## config.mk

```make
export PLATFORM = sky130hd
export DESIGN_NAME = midi_out
export DESIGN_NICKNAME = d
export VERILOG_FILES = /design/src/rtl/midi_out.sv
export SDC_FILE = /design/constraint.sdc
export NUM_CORES = 1
export LEC_CHECK = 0
export BUFFER_PORTS_ARGS = -buffer_cell sky130_fd_sc_hd__buf_2
export CAP_MARGIN = 15
export CORE_MARGIN = 10
export CORE_UTILIZATION = 50
export CTS_BUF_LIST = sky130_fd_sc_hd__clkbuf_8
export CTS_CLUSTER_DIAMETER = 60
export CTS_CLUSTER_SIZE = 40
export DETAILED_ROUTE_END_ITERATION = 6
export PLACE_DENSITY = 0.7
export SYNTH_ARGS = -nofsm -noshare
export SYNTH_HDL_FRONTEND = slang
export SYNTH_SLANG_ARGS = --single-unit
```

## constraint.sdc

```tcl
create_clock -name baud_clk -period 2.55 [get_ports baud_clk]
set_clock_uncertainty 0.15 [all_clocks]
set_input_delay 0 -clock baud_clk [delete_from_list [all_inputs] [get_ports baud_clk]]
set_output_delay 0 -clock baud_clk [all_outputs]
set_load 0.1 [all_outputs]
```

## src/rtl/midi_out.sv

```systemverilog
// midi_out: MIDI 8N1 transmitter fed by a whole-message FIFO, one bit per baud_clk.
// Define MIDI_RUNNING_STATUS_EN to omit repeated channel status bytes (running status).
module midi_out #(
    parameter int FIFO_DEPTH = 4,
    parameter int IDLE_GAP   = 2
) (
    input  logic       baud_clk,
    input  logic       rst,
    input  logic       send,
    output logic       ready,
    input  logic [7:0] status_out,
    input  logic [7:0] data1_out,
    input  logic [7:0] data2_out,
    input  logic [1:0] bytes_cnt_out,
    output logic       midi_tx,
    output logic       busy,
    output logic       done
);
    localparam int AW = $clog2(FIFO_DEPTH);
    localparam int GW = IDLE_GAP > 1 ? $clog2(IDLE_GAP) : 1;

    typedef enum logic [2:0] {IDLE, START, DATA, STOP, GAP} state_t;

    logic [25:0]   mem [FIFO_DEPTH];
    logic [AW-1:0] wr_ptr, rd_ptr;
    logic [AW:0]   count;
    logic          push, pop, empty, omit;
    logic [7:0]    q_status, q_data1, q_data2, d1m, d2m;
    logic [1:0]    q_cnt;

    state_t        state;
    logic [7:0]    shift, nxt1, nxt2;
    logic [1:0]    remain;
    logic [2:0]    bit_cnt;
    logic [GW-1:0] gap_cnt;

    assign ready = count != (AW+1)'(FIFO_DEPTH);
    assign empty = count == '0;
    assign push  = send && ready && bytes_cnt_out != 2'd0;
    assign pop   = state == IDLE && !empty;
    assign {q_status, q_data1, q_data2, q_cnt} = mem[rd_ptr];
    assign d1m = {1'b0, q_data1[6:0]};
    assign d2m = {1'b0, q_data2[6:0]};

    always_ff @(posedge baud_clk) begin
        if (push)
            mem[wr_ptr] <= {status_out, data1_out, data2_out, bytes_cnt_out};
    end

    always_ff @(posedge baud_clk or posedge rst) begin
        if (rst) begin
            wr_ptr <= '0;
            rd_ptr <= '0;
            count  <= '0;
        end else begin
            if (push)
                wr_ptr <= wr_ptr + 1'b1;
            if (pop)
                rd_ptr <= rd_ptr + 1'b1;
            count <= count + (AW+1)'(push) - (AW+1)'(pop);
        end
    end

`ifdef MIDI_RUNNING_STATUS_EN
    logic [7:0] last_status;
    logic       chan;
    assign chan = q_status >= 8'h80 && q_status <= 8'hEF;
    assign omit = chan && q_cnt >= 2'd2 && q_status == last_status;
    // System common clears running status; realtime leaves it untouched.
    always_ff @(posedge baud_clk or posedge rst) begin
        if (rst)
            last_status <= '0;
        else if (pop && chan)
            last_status <= q_status;
        else if (pop && q_status[7:3] == 5'b11110)
            last_status <= '0;
    end
`else
    assign omit = 1'b0;
`endif

    always_ff @(posedge baud_clk or posedge rst) begin
        if (rst) begin
            state   <= IDLE;
            midi_tx <= 1'b1;
            busy    <= 1'b0;
            done    <= 1'b0;
            shift   <= '0;
            nxt1    <= '0;
            nxt2    <= '0;
            remain  <= '0;
            bit_cnt <= '0;
            gap_cnt <= '0;
        end else begin
            done <= 1'b0;
            case (state)
                IDLE: if (pop) begin
                    shift   <= omit ? d1m : q_status;
                    nxt1    <= omit ? d2m : d1m;
                    nxt2    <= d2m;
                    remain  <= omit ? q_cnt - 2'd2 : q_cnt - 2'd1;
                    midi_tx <= 1'b0;
                    busy    <= 1'b1;
                    state   <= START;
                end
                START: begin
                    midi_tx <= shift[0];
                    shift   <= shift >> 1;
                    bit_cnt <= '0;
                    state   <= DATA;
                end
                DATA: if (bit_cnt == 3'd7) begin
                    midi_tx <= 1'b1;
                    state   <= STOP;
                end else begin
                    midi_tx <= shift[0];
                    shift   <= shift >> 1;
                    bit_cnt <= bit_cnt + 3'd1;
                end
                // Next byte of the same message starts straight after the stop bit.
                STOP: if (remain != 2'd0) begin
                    shift   <= nxt1;
                    nxt1    <= nxt2;
                    remain  <= remain - 2'd1;
                    midi_tx <= 1'b0;
                    state   <= START;
                end else begin
                    done    <= 1'b1;
                    gap_cnt <= '0;
                    if (IDLE_GAP > 0)
                        state <= GAP;
                    else begin
                        state <= IDLE;
                        busy  <= 1'b0;
                    end
                end
                GAP: if (gap_cnt == GW'(IDLE_GAP - 1)) begin
                    state <= IDLE;
                    busy  <= 1'b0;
                end else
                    gap_cnt <= gap_cnt + 1'b1;
                default: state <= IDLE;
            endcase
        end
    end
endmodule

```

==> flow_summary.yaml <==
status:
  status: "finished clean"
cts:
  ctsLongestPathBuffers: 2
  cts.clk_slew.worst_paths_ps: 70
  clock_latency_ps: 430
  clock_sinks: 137
  h-tree-depth: 4
  cts_root_buffer: "clkbuf_8"
  numCtsBuffers: 17
  hold_buffers: 26
  cts_repair_resize_count: 0
  post_cts_buffers: 0
  cts_tree: "built"
logic_synthesis:
  ys_types: 36
  synthFlopType: "edfxtp_1"
  ys_seq_area_frac: 0.699
  synthTopCellsByCount: "edfxtp_1 (96), dfrtp_1 (40), nand2_1 (33), mux4_2 (24), mux2i_1 (23)"
  synth_largest_area_cell: "edfxtp_1"
  synth_area_um2: 5590
  synth_top_area_frac: 0.515
  synth_edf_count: 96
  syn_nets: 382
  ys_seq_elements: 137
  async_flop_share: 0.299
  yosysWarnings: 0
  synth.avg_cell_area_um2: 16.3
  postSynthCellCount: 344
  yosys-top-cells-area: "edfxtp_1 (52%), dfrtp_1 (18%), mux4_2 (9.7%), mux2i_1 (4.1%), nand2_1 (2.2%)"
  synth_most_common_cell: "edfxtp_1"
setup_path:
  r2r-end: "count[2]"
  cp_max_fo: 2
  rr_worst_depth: 10
  crit_path_end_kind: "flop"
  worstSetupPathType: "reg -> reg"
  r2r_setup_slack_ps: 140
  cp.arrival_ps: 2580
  required_ps: 2720
  r2r-start: "state[2]"
  worstSetupStartpointType: "flop"
die:
  chipHeight_um: 126
  die_w_um: 126
  rows: 38
  coreArea_um2: 10900
  die_area_um2: 15800
  ios: 33
  start_util: 0.514
layout:
  area_growth_pct: 17.9
  design_area_um2: 6590
  nFillCells: 829
  num-nets-final: 458
  drive_gt1_frac: 0.245
  antenna_cells: 0
sta:
  fin_crit_sh: 0.944
  timing.setup.tns_ps: 0
  min_period_ps: 2410
  fmax_mhz: 416
  relSlewSlack: 0.614
  setup_violations: 0
  drv_slew: 0
  worst_slack_ps: 144
  hold_viol: 0
  rsz0062_at_grt: "no"
  tightest_slew_ps: 576
  whs_ps: 96.8
drt:
  drc: 0
  drt_first_iter_violations: 145
  wl_per_cell_um: 17.3
  vias: 3060
  totalWireLength_mm: 9.91
  first_pass_iters: 4
  viasPerCell: 5.35
  drtAntennaViolNets: 0
power:
  leakage_uw: 0.00256
  power_density_nw_per_um2: 1170
  vdd_ir_drop_max_mv: 0.573
placement:
  port-buffer-count: 30
  dpl_cell_area_um2: 5990
  hpwl_mm: 6.35
  place_ws_ps: 133
  gp_congestion: 0.782
global_routing:
  grt_antenna_before_repair: 0
  grt_pass1_vias: 3349
  grt_max_degree: 42
  grt_pass1_wl_mm: 16.8
  grt_overflow: 0
  track_usage: 0.134
hold_path:
  hold_class: "in -> async"
job:
  maxCapViolations: 0
-- critical path: stages (launching register included) --
cell     delay [ps]
dfrtp_1         380
or3_1           380
or2_1           260
inv_2            80
ha_4            190
inv_1            50
ha_1            130
inv_1            50
fa_2            370
xnor2_2         150
xnor2_1         120
-- layout make-up --
| class | count | area [um2] | area share |
|---|---|---|---|
| multi-input combinational | 172 | 1550 | 0.235 |
| sequential | 137 | 3910 | 0.593 |
| clock buffer | 17 | 234 | 0.0355 |
| inverter | 18 | 67.6 | 0.0102 |
| clock inverter | 14 | 111 | 0.0169 |
| tap | 140 | 175 | 0.0266 |
| timing repair buffer | 74 | 546 | 0.0827 |
-- state kept, by name (all words and copies together) (netlist names), 2 cells and up --
signal / cells
shift: 8
mem: 96
state: 3
nxt1: 7
remain: 2
nxt2: 7
bit_cnt: 3
wr_ptr: 2
rd_ptr: 2
count: 3
-- kinds of logic after synthesis --
logic type,share of synthesized area
compound gates,0.0519
xor+xnor,0.00940
fa+ha+maj,0.0215
buf+inv,0.0277
flops,0.699
mux,0.140
simple gates,0.0506
-- metal layers --
metal | share of wire | track usage | vias to the layer above
met3 | 0.037 | 0.0491 | 7
met5 | 0 | 0 | -
met2 | 0.52 | 0.223 | 54
li1 | - | - | 1447
met4 | 0.0067 | 0.0402 | 0
met1 | 0.44 | 0.160 | 1552
-- power breakdown --
part	switching [uW]	internal, uW
Combinational	1570	1330
Clock	796	752
Sequential	298	2980
Total	2670	5060
-- through the flow --
| step | total power, uW | std cells | utilization |
|---|---|---|---|
| finish | 7730 | 572 | 0.606 |
| global route | 8300 | 572 | 0.606 |
| CTS | 7840 | 572 | 0.606 |
| detailed placement | 6250 | 515 | 0.550 |
| global placement | 6140 | 515 | 0.550 |
| floorplan | 5550 | 344 | - |
-- layout by cell type, fill, tap and decap left out, types with 3 or more instances in the layout --
cell type      count
a2bb2oi_1          7
a21oi_1           13
nand2_1           33
dlygate4sd3_1     26
buf_2             30
mux4_2            24
o22ai_1            9
clkbuf_8          17
xnor2_1            4
buf_4             18
and2_1             5
ha_1               7
mux2i_1           23
edfxtp_1          96
nor2_1            15
nor3_1             3
clkinvlp_4         3
o21ai_0            7
inv_1             20
dfrtp_1           40
-- worst max-delay path by stage --
stage,start,to,depth (start not counted)
3_3_place_gp,state[2],count[2],10
6_report,state[2],count[2],10
2_1_floorplan,state[1],count[2],12
4_1_cts,state[2],count[2],10
5_1_grt,state[2],count[2],10
3_5_place_dp,state[2],count[2],10
(Power assumes the default switching activity.)
